==> src/rtl/ls_functional_unit.sv <==
// Load/store functional unit: accepts one RS issue, runs a single data-memory req/ack access, returns the result to the ROB.
// Optional misaligned-access fault: define LS_MISALIGN_CHECK_EN.

localparam int unsigned GPR_SIZE     = 64;
localparam int unsigned ROB_IDX_SIZE = 6;

typedef enum logic [1:0] {
    FU_OP_NOP  = 2'd0,
    FU_OP_ADD  = 2'd1,
    FU_OP_LDUR = 2'd2,
    FU_OP_STUR = 2'd3
} fu_op_t;

module ls_functional_unit #(
    parameter int unsigned TIMEOUT_CYCLES = 64,
    parameter int unsigned CNT_W          = 7
) (
    input  logic                    in_clk,
    input  logic                    in_rst,
    input  logic                    in_rs_start,
    input  fu_op_t                  in_rs_op,
    input  logic [GPR_SIZE-1:0]     in_rs_val_a,
    input  logic [GPR_SIZE-1:0]     in_rs_val_b,
    input  logic [ROB_IDX_SIZE-1:0] in_rs_dst_rob_index,
    input  logic                    in_rob_is_mispred,
    output logic                    out_rs_ready,
    output logic                    out_mem_req,
    output logic                    out_mem_we,
    output logic [GPR_SIZE-1:0]     out_mem_addr,
    output logic [GPR_SIZE-1:0]     out_mem_wdata,
    input  logic                    in_mem_ack,
    input  logic [GPR_SIZE-1:0]     in_mem_rdata,
    output logic                    out_rob_done,
    output logic [ROB_IDX_SIZE-1:0] out_rob_dst_rob_index,
    output logic [GPR_SIZE-1:0]     out_rob_value,
    output logic                    out_rob_fault,
    input  logic                    in_rob_ready
);

    typedef enum logic [1:0] {
        ST_IDLE = 2'd0,
        ST_REQ  = 2'd1,
        ST_RESP = 2'd2
    } state_t;

    state_t                  state_q, state_d;
    fu_op_t                  op_q;
    logic [GPR_SIZE-1:0]     addr_q;
    logic [GPR_SIZE-1:0]     wdata_q;
    logic [ROB_IDX_SIZE-1:0] dst_q;
    logic [GPR_SIZE-1:0]     value_q;
    logic                    fault_q;
    logic [CNT_W-1:0]        cnt_q;
    logic                    squash_q;

    logic accept;
    logic is_mem_op;
    logic misalign;
    logic timeout;
    logic kill;

    assign accept    = in_rs_start & out_rs_ready;
    assign is_mem_op = (in_rs_op == FU_OP_LDUR) || (in_rs_op == FU_OP_STUR);
    // Ack in the final counted cycle takes priority over the timeout.
    assign timeout   = (cnt_q == CNT_W'(TIMEOUT_CYCLES - 1)) & ~in_mem_ack;
    assign kill      = squash_q | in_rob_is_mispred;

`ifdef LS_MISALIGN_CHECK_EN
    assign misalign = (in_rs_val_a[2:0] != 3'd0);
`else
    assign misalign = 1'b0;
`endif

    // State register
    always_ff @(posedge in_clk or posedge in_rst) begin
        if (in_rst) begin
            state_q <= ST_IDLE;
        end else begin
            state_q <= state_d;
        end
    end

    // Next-state logic
    always_comb begin
        state_d = state_q;
        case (state_q)
            ST_IDLE: begin
                if (accept) begin
                    state_d = (is_mem_op && !misalign) ? ST_REQ : ST_RESP;
                end
            end
            ST_REQ: begin
                if (in_mem_ack || timeout) begin
                    state_d = kill ? ST_IDLE : ST_RESP;
                end
            end
            ST_RESP: begin
                if (in_rob_ready || in_rob_is_mispred) begin
                    state_d = ST_IDLE;
                end
            end
            default: state_d = ST_IDLE;
        endcase
    end

    // Output decode from registered state
    always_comb begin
        out_rs_ready  = 1'b0;
        out_mem_req   = 1'b0;
        out_mem_we    = 1'b0;
        out_rob_done  = 1'b0;
        out_rob_fault = 1'b0;
        case (state_q)
            ST_IDLE: out_rs_ready = ~in_rob_is_mispred;
            ST_REQ: begin
                out_mem_req = 1'b1;
                out_mem_we  = (op_q == FU_OP_STUR);
            end
            ST_RESP: begin
                out_rob_done  = 1'b1;
                out_rob_fault = fault_q;
            end
            default: ;
        endcase
    end

    assign out_mem_addr          = addr_q;
    assign out_mem_wdata         = wdata_q;
    assign out_rob_dst_rob_index = dst_q;
    assign out_rob_value         = value_q;

    // Issue capture, access completion, timeout count and squash tracking
    always_ff @(posedge in_clk or posedge in_rst) begin
        if (in_rst) begin
            op_q     <= FU_OP_NOP;
            addr_q   <= '0;
            wdata_q  <= '0;
            dst_q    <= '0;
            value_q  <= '0;
            fault_q  <= 1'b0;
            cnt_q    <= '0;
            squash_q <= 1'b0;
        end else begin
            if (accept) begin
                op_q    <= in_rs_op;
                addr_q  <= in_rs_val_a;
                wdata_q <= in_rs_val_b;
                dst_q   <= in_rs_dst_rob_index;
                value_q <= '0;
                fault_q <= ~(is_mem_op & ~misalign);
                cnt_q   <= '0;
            end
            if (state_q == ST_REQ) begin
                if (in_mem_ack) begin
                    value_q <= (op_q == FU_OP_LDUR) ? in_mem_rdata : '0;
                    fault_q <= 1'b0;
                end else if (timeout) begin
                    value_q <= '0;
                    fault_q <= 1'b1;
                end else begin
                    cnt_q <= cnt_q + CNT_W'(1);
                end
            end
            if (state_d == ST_IDLE) begin
                squash_q <= 1'b0;
            end else if (state_q == ST_REQ && in_rob_is_mispred) begin
                squash_q <= 1'b1;
            end
        end
    end

endmodule
==> config.mk <==
export PLATFORM = sky130hd
export DESIGN_NAME = ls_functional_unit
export DESIGN_NICKNAME = d
export VERILOG_FILES = /design/src/rtl/ls_functional_unit.sv
export SDC_FILE = /design/constraint.sdc
export NUM_CORES = 1
export LEC_CHECK = 0
export BUFFER_PORTS_ARGS = -buffer_cell sky130_fd_sc_hd__clkbuf_2
export CAP_MARGIN = 10
export CORE_AREA = 4 4 156 158
export DETAILED_ROUTE_END_ITERATION = 16
export DIE_AREA = 0 0 160 162
export SLEW_MARGIN = 30
export SYNTH_ARGS = -nofsm -noshare
export SYNTH_HDL_FRONTEND = slang
export SYNTH_SLANG_ARGS = --single-unit
==> constraint.sdc <==
create_clock -name in_clk -period 10 [get_ports in_clk]
set_input_delay 1.5 -clock in_clk [delete_from_list [all_inputs] [get_ports in_clk]]
set_output_delay 1.5 -clock in_clk [all_outputs]
set_load 0.02 [all_outputs]
==> results of run 1 <==
through the flow:
| step | total power, mW | area [um^2] |
|---|---|---|
| floorplan | 1.45 | 8070 |
| global placement | 1.69 | 10300 |
| detailed placement | 1.70 | 10300 |
| CTS | 2.63 | 11100 |
| global route | 2.73 | 11100 |
| finish | 2.59 | 11100 |
critical path, stage by stage:
cell and delay (ns):
clkbuf_2 0.15, nor3_1 0.17, clkbuf_2 0.21
power by group through the flow:
| stage | logic (mW) | registers, mW | clock network (mW) |
|---|---|---|---|
| 6_report | 0.589 | 1.09 | 0.915 |
| 5_1_grt | 0.645 | 1.11 | 0.973 |
| 4_1_cts | 0.600 | 1.09 | 0.944 |
| 3_5_place_dp | 0.600 | 1.10 | 0 |
| 3_3_place_gp | 0.594 | 1.10 | 0 |
| 2_1_floorplan | 0.179 | 1.27 | 0 |
cells by family after synthesis:
group | count (synthesis)
and+or+nand+nor | 438
DFF | 211
buffers and inverters | 48
adders and majority gates | 1
AOI/OAI and AO/OA | 83
muxes | 1
per-layer routing:
layer | share of wire | up-vias | routed length, um | global-route usage
li1 | - | 3307 | - | -
met3 | 0.095 | 46 | 2290 | 0.0579
met1 | 0.40 | 3161 | 9500 | 0.219
met5 | 0 | - | 0 | 0
met2 | 0.48 | 296 | 11500 | 0.297
met4 | 0.029 | 0 | 685 | 0.0587
placed cells by master (no fill, tap or decap), types with 2 or more instances in the layout:
| cell type | synthesis | routed |
|---|---|---|
| a21oi_1 | 4 | 4 |
| a22o_1 | 46 | 46 |
| a22o_2 | 18 | 18 |
| buf_4 | 0 | 6 |
| buf_6 | 13 | 2 |
| bufinv_16 | 0 | 3 |
| clkbuf_16 | 0 | 25 |
| clkbuf_2 | 0 | 408 |
| clkbuf_8 | 0 | 2 |
| clkinv_2 | 0 | 4 |
| clkinv_4 | 0 | 3 |
| clkinvlp_4 | 0 | 6 |
| dfrtp_1 | 211 | 211 |
| inv_1 | 5 | 4 |
| nand2_1 | 417 | 416 |
| nand2_4 | 1 | 2 |
| nand3_1 | 2 | 2 |
| nand3_2 | 2 | 2 |
| nor2_1 | 2 | 2 |
| nor2b_1 | 3 | 3 |
| o211ai_1 | 3 | 3 |
| o21ai_0 | 5 | 5 |
| o31ai_1 | 3 | 3 |
flip-flops by register name (all words and copies together), names as in the netlist:
name,cells
op_q,2
out_mem_addr,64
out_mem_wdata,64
cnt_q,7
fault_q,1
out_rob_value,64
out_rob_dst_rob_index,6
squash_q,1
state_q,2
area by class of cell:
cell class / count / area (um^2) / share of cell area
Inverter: 5 / 26.3 / 0.00236
Tap cell: 290 / 363 / 0.0326
Sequential cell: 211 / 5280 / 0.475
Clock inverter: 17 / 190 / 0.0171
Clock buffer: 27 / 653 / 0.0587
Timing Repair Buffer: 416 / 2110 / 0.190
Multi-Input combinational cell: 523 / 2500 / 0.225
cells in the mapped netlist, drive strengths merged:
cell and n:
mux2i 1, a22oi 1, clkbuf 9, a21oi 4, inv 5, and2 1
nor4 1, nor3 3, o311ai 1, buf 34, nor2b 4, nor4b 1
or4 1, o211ai 3, nand2 418, and2b 1, a22o 64, o31ai 4
nand3 4, ha 1, and3 1, o21ai 5, nor2 2, nand2b 1
o311a 1, dfrtp 211
how the worst max path moves through the flow:
stage | to | slack (ns) | cells past startpoint
4_1_cts | out_rs_ready | 6.47 | 3
5_1_grt | out_rs_ready | 6.42 | 3
2_1_floorplan | cnt_q[0] | 2.73 | 1
3_3_place_gp | cnt_q[2] | 6.45 | 6
3_5_place_dp | cnt_q[2] | 6.43 | 6
6_report | out_rs_ready | 6.46 | 3
==> impl_metrics.yaml, run 1 <==
outcome:
  outcome: "complete, no violations"
sta:
  finalClockSkew_ns: 0.00729
  period_needed_ns: 3.54
  finalHoldViolCount: 0
  finalCritPeriodShare: 0.354
  hold_ws_ns: 0.470
  tns_ns: 0
  setup_viol: 0
  worst_pin_slew_ns: 0.920
  relSlewSlack: 0.386
  maxSlewViolCount: 0
  clock.fmax_ghz: 0.283
  rsz0062_at_grt: "false"
  finalWorstSetupSlack_ns: 6.46
clock_tree:
  cts_made_buffers: 24
  post_cts_resized: 0
  h-tree-depth: 1
  clock-sinks: 211
  clkTransAtPathRegs_ns: 0.06
  clock_latency_ns: 0.50
  cts-root-buf: "clkbuf_16"
  ctsHoldBuffers: 0
  cts_setup_buffers: 0
  clk_path_buf_depth: 3
  cts_tree: "built"
layout:
  n_fill_cell: 2269
  utilization: 0.481
  nNetsFinal: 1388
  drive_gt1_frac: 0.410
  fin_cells: 1489
  diodes: 0
  syn_to_final_growth_pct: 37.7
routing:
  totalWireLength_um: 24000
  drt-vias-per-instance: 4.57
  dr.pass1.iters: 5
  drc_errors: 0
  postRouteAntennaNets: 0
  wl_per_cell_um: 16.1
  drtIter0Drc: 356
  vias: 6810
grt:
  overflow: 0
  grtUsageTotal: 0.178
  grt_max_degree: 90
  grt_pass1_wl_um: 37700
  antenna_found_initial: 0
  grt_pass1_vias: 6921
synth:
  ys_ff_latch: 211
  synthTopCellsByArea: "dfrtp_1 (65%), nand2_1 (19%), a22o_1 (5.0%)"
  synth_top_area_frac: 0.654
  synth_top_family_by_area: "simple AND/OR/NAND/NOR gates"
  synthMuxAreaShare: 0.00124
  synthSimpleGateAreaFrac: 0.215
  synth_seq_area_share: 0.654
  yosys.area.top_type: "dfrtp_1"
  yosys_warnings: 0
  synth_area_um2: 8070
  synth-xor-area-share: 0
  syn_nets: 989
  synthCells: 782
  syn_avg_cell_area_um2: 10.3
  synth_cell_types: 34
  synth_fa_ha_area_frac: 0.00155
  synth-compound-area-share: 0.0902
power_and_ir_drop:
  p_int_mw: 1.75
  comb_power_share: 0.228
  switching_share: 0.324
  p_sw_uw: 840
  peakVddDrop_v: 0.000112
  p_leak_nw: 6.43
  p_per_area_nw_per_um2: 233
  seqPwrFrac: 0.419
  pwr-share-clk: 0.353
setup_path:
  crit_start: "in_rob_is_mispred"
  arrival_ns: 2.04
  r2r_setup_slack_ns: 7.61
  start_kind: "input pin"
  r2r-start: "state_q[1]"
  end_kind: "primary output"
  required_ns: 8.50
  cp_max_fo: 6
  reg2regPathDepth: 5
  crit_type: "in2out"
  r2r_end: "cnt_q[4]"
floorplanning:
  dieArea_um2: 25900
  die_w_um: 160
  io_pins: 409
  die-height_um: 162
  num_rows: 56
  start_util: 0.349
  fp.coreArea_um2: 23100
hold_path:
  hp-start: "out_rob_dst_rob_index[1]"
  hold_path_depth: 2
  hold_path.class: "reg2reg"
  whs_endpoint: "out_rob_dst_rob_index[1]"
place:
  preCtsSetupSlack_ns: 6.43
  io_buffers: 408
  placed_cells: 1445
  globalplace.congestion: 0.773
  hpwl_um: 17200
run:
  drv_cap: 0
(Power assumes the default switching activity.)
==> run 2: changes to the inputs <==
==> constraint.sdc (replaced) <==
create_clock -name in_clk -period 3.6 [get_ports in_clk]
set_input_delay 0.54 -clock in_clk [delete_from_list [all_inputs] [get_ports in_clk]]
set_output_delay 0.54 -clock in_clk [all_outputs]
set_load 0.02 [all_outputs]
==> run 2 against run 1 <==
  * Register-to-register slack worse by 6.1 ns
  * Die area unchanged
  * First-iteration DRC count up 16%
  * Non-clock buffer count up 3
  * Flip-flop and latch count unchanged
  * Worst hold slack worse by 0.35 ns
  * Clock skew up 0.0096 ns
  * Routed wire length about the same
  * Cell count up 0.34%
  * Global-route usage up 0.17 points
  * Worst setup slack worse by 5.4 ns
  * Combinational power rose to 2.8 times the previous value
==> impl_metrics.yaml, run 2 (synthesis results as in run 1) <==
floorplanning:
  fp.coreArea_um2: 23100
  num_rows: 56
  die_w_um: 160
  io_pins: 409
  die-height_um: 162
  start_util: 0.349
  dieArea_um2: 25900
clock_tree:
  post_cts_resized: 0
  clk_path_buf_depth: 3
  h-tree-depth: 1
  cts-root-buf: "clkbuf_16"
  cts_made_buffers: 25
  clkTransAtPathRegs_ns: 0.06
  cts_setup_buffers: 0
  ctsHoldBuffers: 0
  cts_tree: "built"
  clock_latency_ns: 0.52
  clock-sinks: 211
power_and_ir_drop:
  comb_power_share: 0.226
  switching_share: 0.313
  seqPwrFrac: 0.412
  pwr-share-clk: 0.362
  peakVddDrop_v: 0.000403
  p_leak_nw: 6.48
  p_int_mw: 5.02
  p_per_area_nw_per_um2: 652
  power.total_mw: 7.31
  p_sw_mw: 2.29
setup_path:
  end_kind: "primary output"
  cp_max_fo: 10
  crit_type: "reg2out"
  start_kind: "flop"
  path_cells: "nor2b_2 -> and3_2 -> clkbuf_2"
  required_ns: 3.06
  arrival_ns: 1.95
  cpPeakStageDelay_ns: 0.52
  slowest_stage: "nor2b_2"
  critPathTopFamily: "simple AND/OR/NAND/NOR gates"
  path_buf_inv: 1
  r2r_setup_slack_ns: 1.47
grt:
  overflow: 0
  grt_pass1_vias: 7055
  grtUsageTotal: 0.179
  grt_pass1_wl_um: 38400
  grt_max_degree: 139
  antenna_found_initial: 2
layout:
  layout_common_cells: "nand2_1 (416), clkbuf_2 (408), dfrtp_1 (211), a22o_1 (46), clkbuf_16 (25)"
  final_area_um2: 11200
  n_fill_cell: 2174
  fin_cells: 1494
  layout_commonest_cell: "nand2_1"
  drive_gt1_frac: 0.406
  nNetsFinal: 1392
  syn_to_final_growth_pct: 38.9
  utilization: 0.485
sta:
  worst_pin_slew_ns: 0.711
  setup_viol: 0
  finalClockSkew_ns: 0.0168
  tns_ns: 0
  clock.fmax_ghz: 0.401
  hold_ws_ns: 0.118
  finalHoldViolCount: 0
  period_needed_ns: 2.49
  finalWorstSetupSlack_ns: 1.11
  relSlewSlack: 0.525
  rsz0062_at_grt: "false"
  maxSlewViolCount: 0
  finalCritPeriodShare: 0.692
place:
  globalplace.congestion: 0.810
  io_buffers: 408
  hpwl_um: 17200
  placed_cells: 1448
  preCtsSetupSlack_ns: 1.45
  placed_area_um2: 10300
routing:
  drc_errors: 0
  postRouteAntennaNets: 0
  drt-vias-per-instance: 4.58
  dr.pass1.iters: 4
  totalWireLength_um: 24000
  drtIter0Drc: 413
  vias: 6843
  wl_per_cell_um: 16.1
run:
  drv_cap: 0
outcome:
  outcome: "complete, no violations"
hold_path:
  hold_path.class: "in2async"
run 2: path summary, 6_finish.rpt:
check | end | from | depth (start not counted)
min in group in_clk | out_rob_dst_rob_index[2] | in_rs_dst_rob_index[2] | 3
setup reg to reg | out_rob_value[46] | state_q[0] | 5
hold reg to reg | out_mem_wdata[10] | out_mem_wdata[10] | 2
max in group asynchronous | out_rob_value[50] | in_rst | 3
hold / removal | out_rob_value[30] | in_rst | 2
setup / recovery | out_mem_we | state_q[0] | 3
run 2: cell type report:
| class | instances | area (um^2) | share of cell area |
|---|---|---|---|
| diodes | 1 | 2.50 | 0.000223 |
| clock buffers | 38 | 734 | 0.0655 |
| clock inverters | 7 | 139 | 0.0124 |
| inverters | 5 | 22.5 | 0.00201 |
| multi-input cells | 523 | 2500 | 0.223 |
| flip-flops and latches | 211 | 5280 | 0.471 |
| well taps | 290 | 363 | 0.0324 |
| repair buffers | 419 | 2170 | 0.194 |
run 2: power by group through the flow:
| stage | clock [mW] | sequential (mW) | combinational, mW |
|---|---|---|---|
| 4_1_cts | 2.73 | 3.02 | 1.68 |
| 5_1_grt | 2.83 | 3.07 | 1.81 |
| 3_3_place_gp | 0 | 3.05 | 1.65 |
| 2_1_floorplan | 0 | 3.52 | 0.496 |
| 3_5_place_dp | 0 | 3.05 | 1.68 |
| 6_report | 2.65 | 3.02 | 1.65 |
run 2: per-layer routing:
| layer | track usage | routed length (um) | part of all wire |
|---|---|---|---|
| met1 | 0.221 | 9470 | 0.39 |
| met3 | 0.0652 | 2380 | 0.099 |
| met5 | 0 | 13 | 0.00054 |
| met4 | 0.0524 | 624 | 0.026 |
| met2 | 0.298 | 11500 | 0.48 |
==> run 3: changes to the inputs <==
==> constraint.sdc (replaced) <==
create_clock -name in_clk -period 2.44 [get_ports in_clk]
set_input_delay 0.366 -clock in_clk [delete_from_list [all_inputs] [get_ports in_clk]]
set_output_delay 0.366 -clock in_clk [all_outputs]
set_load 0.02 [all_outputs]
==> run 3 against run 2 <==
  * Worst hold slack worse by 0.066 ns
  * Clock skew down 0.012 ns
  * Non-clock buffer count up 2
  * Sequential power up 47%
  * Clock power up 40%
  * Critical path type unchanged
  * Utilization about the same
  * Worst setup slack worse by 0.97 ns
  * Flip-flop and latch count unchanged
  * Clock-buffer cell count down 3
  * Combinational power up 49%
  * Design area about the same
  * Global-route usage down 0.071 points
==> impl_metrics.yaml, run 3 (synthesis results as in run 1) <==
setup_path:
  reg2regPathDepth: 6
  r2r_setup_slack_ns: 0.42
  r2r-start: "cnt_q[0]"
  crit_path_end: "out_mem_we"
  critPathTopFamily: "simple AND/OR/NAND/NOR gates"
  required_ns: 2.07
  path_cells: "nor2b_2 -> and3_2 -> clkbuf_2"
  slowest_stage: "nor2b_2"
  cpPeakStageDelay_ns: 0.53
  end_kind: "primary output"
  start_kind: "flop"
  cp.depth: 3
  crit_start: "state_q[0]"
  arrival_ns: 1.93
  crit_type: "reg2out"
  path_buf_inv: 1
  cp_max_fo: 10
  r2r_end: "out_rob_value[46]"
sta:
  worst_pin_slew_ns: 0.724
  clock.fmax_ghz: 0.435
  relSlewSlack: 0.516
  maxSlewViolCount: 0
  setup_viol: 0
  finalHoldViolCount: 0
  finalClockSkew_ns: 0.00529
  finalCritPeriodShare: 0.942
  tns_ns: 0
  rsz0062_at_grt: "false"
  period_needed_ns: 2.30
layout:
  layout_commonest_cell: "nand2_1"
  nNetsFinal: 1393
  drive_gt1_frac: 0.403
  diodes: 0
  n_fill_cell: 2227
  final_area_um2: 11200
  utilization: 0.485
  layout_common_cells: "nand2_1 (416), clkbuf_2 (408), dfrtp_1 (211), a22o_1 (46), clkbuf_16 (25)"
  syn_to_final_growth_pct: 39.0
  fin_cells: 1493
place:
  placed_cells: 1449
  hpwl_um: 17300
  placed_area_um2: 10400
  globalplace.congestion: 0.788
  io_buffers: 408
floorplanning:
  fp.coreArea_um2: 23100
  start_util: 0.349
  dieArea_um2: 25900
  io_pins: 409
  die-height_um: 162
  die_w_um: 160
  num_rows: 56
routing:
  postRouteAntennaNets: 0
  drtIter0Drc: 487
  dr.pass1.iters: 4
  drt-vias-per-instance: 4.58
  totalWireLength_um: 23900
  vias: 6842
  wl_per_cell_um: 16.0
  drc_errors: 0
power_and_ir_drop:
  switching_share: 0.315
  p_sw_mw: 3.34
  p_per_area_nw_per_um2: 946
  p_leak_nw: 6.47
  power.total_mw: 10.6
  comb_power_share: 0.231
  seqPwrFrac: 0.419
  peakVddDrop_v: 0.000508
  p_int_mw: 7.27
  pwr-share-clk: 0.350
grt:
  gr-usage-met3: 0.0571
  grt-busiest-layer: "met2"
  grtUsageTotal: 0.179
  use_met2: 0.297
  grt_pass1_vias: 7001
  met1_usage: 0.224
  overflow: 0
  antenna_found_initial: 1
  grt_pass1_wl_um: 38000
  grt_max_degree: 90
clock_tree:
  cts_tree: "built"
  post_cts_resized: 0
  clock_latency_ns: 0.50
  cts_made_buffers: 24
  h-tree-depth: 1
  ctsHoldBuffers: 1
  clk_path_buf_depth: 3
  cts_setup_buffers: 0
  cts-root-buf: "clkbuf_16"
  clkTransAtPathRegs_ns: 0.06
  clock-sinks: 211
run:
  drv_cap: 0
hold_path:
  hold_path.class: "in2reg"
outcome:
  outcome: "complete, no violations"
## run 3: worst min path at each step
stage	start	endpoint	slack (ns)	depth (start not counted)
3_5_place_dp	in_rst	out_rob_value[47]	0.42	2
3_3_place_gp	in_rst	out_rob_value[47]	0.42	2
5_1_grt	in_rs_val_b[45]	out_mem_wdata[45]	0.03	3
4_1_cts	in_rs_val_a[55]	out_mem_addr[55]	0.02	3
6_report	in_rs_val_b[28]	out_mem_wdata[28]	0.05	3
2_1_floorplan	cnt_q[5]	cnt_q[5]	0.45	1
## run 3: per-layer routing
layer	routed length, um	share of wire	vias up
li1	-	-	3324
met1	9530	0.40	3171
met2	11500	0.48	297
met3	2170	0.091	48
met4	695	0.029	2
met5	13	0.00054	-
## run 3: layout make-up
type                       count  area, um^2  share of cell area
timing repair buffer         421        2240               0.200
sequential                   211        5280               0.471
multi-input combinational    523        2500               0.223
clock inverter                 8         143              0.0127
clock buffer                  35         673              0.0600
inverter                       5        22.5             0.00201
tap                          290         363              0.0323
## run 3: through the flow
| stage | worst slack, ns | hold slack, ns |
|---|---|---|
| 6_report | 0.142 | 0.0520 |
| 5_1_grt | 0.0169 | 0.0301 |
| 4_1_cts | 0.115 | 0.0208 |
| 3_5_place_dp | 0.434 | 0.417 |
| 3_3_place_gp | 0.503 | 0.421 |
| 2_1_floorplan | -0.668 | 0.449 |
## run 3: power groups by stage
stage	Clock (mW)	Combinational, mW	Sequential, mW
6_report	3.71	2.46	4.45
5_1_grt	3.98	2.69	4.53
4_1_cts	3.84	2.50	4.45
3_5_place_dp	0	2.50	4.50
3_3_place_gp	0	2.47	4.49
2_1_floorplan	0	0.733	5.20
## run 3: worst register-to-register path: stages (launching register included)
cell and delay [ns]:
dfrtp_1 0.38, ha_1 0.20, nand3_2 0.14, nor3_2 0.46
o31ai_4 0.20, buf_12 0.23, a22o_2 0.29
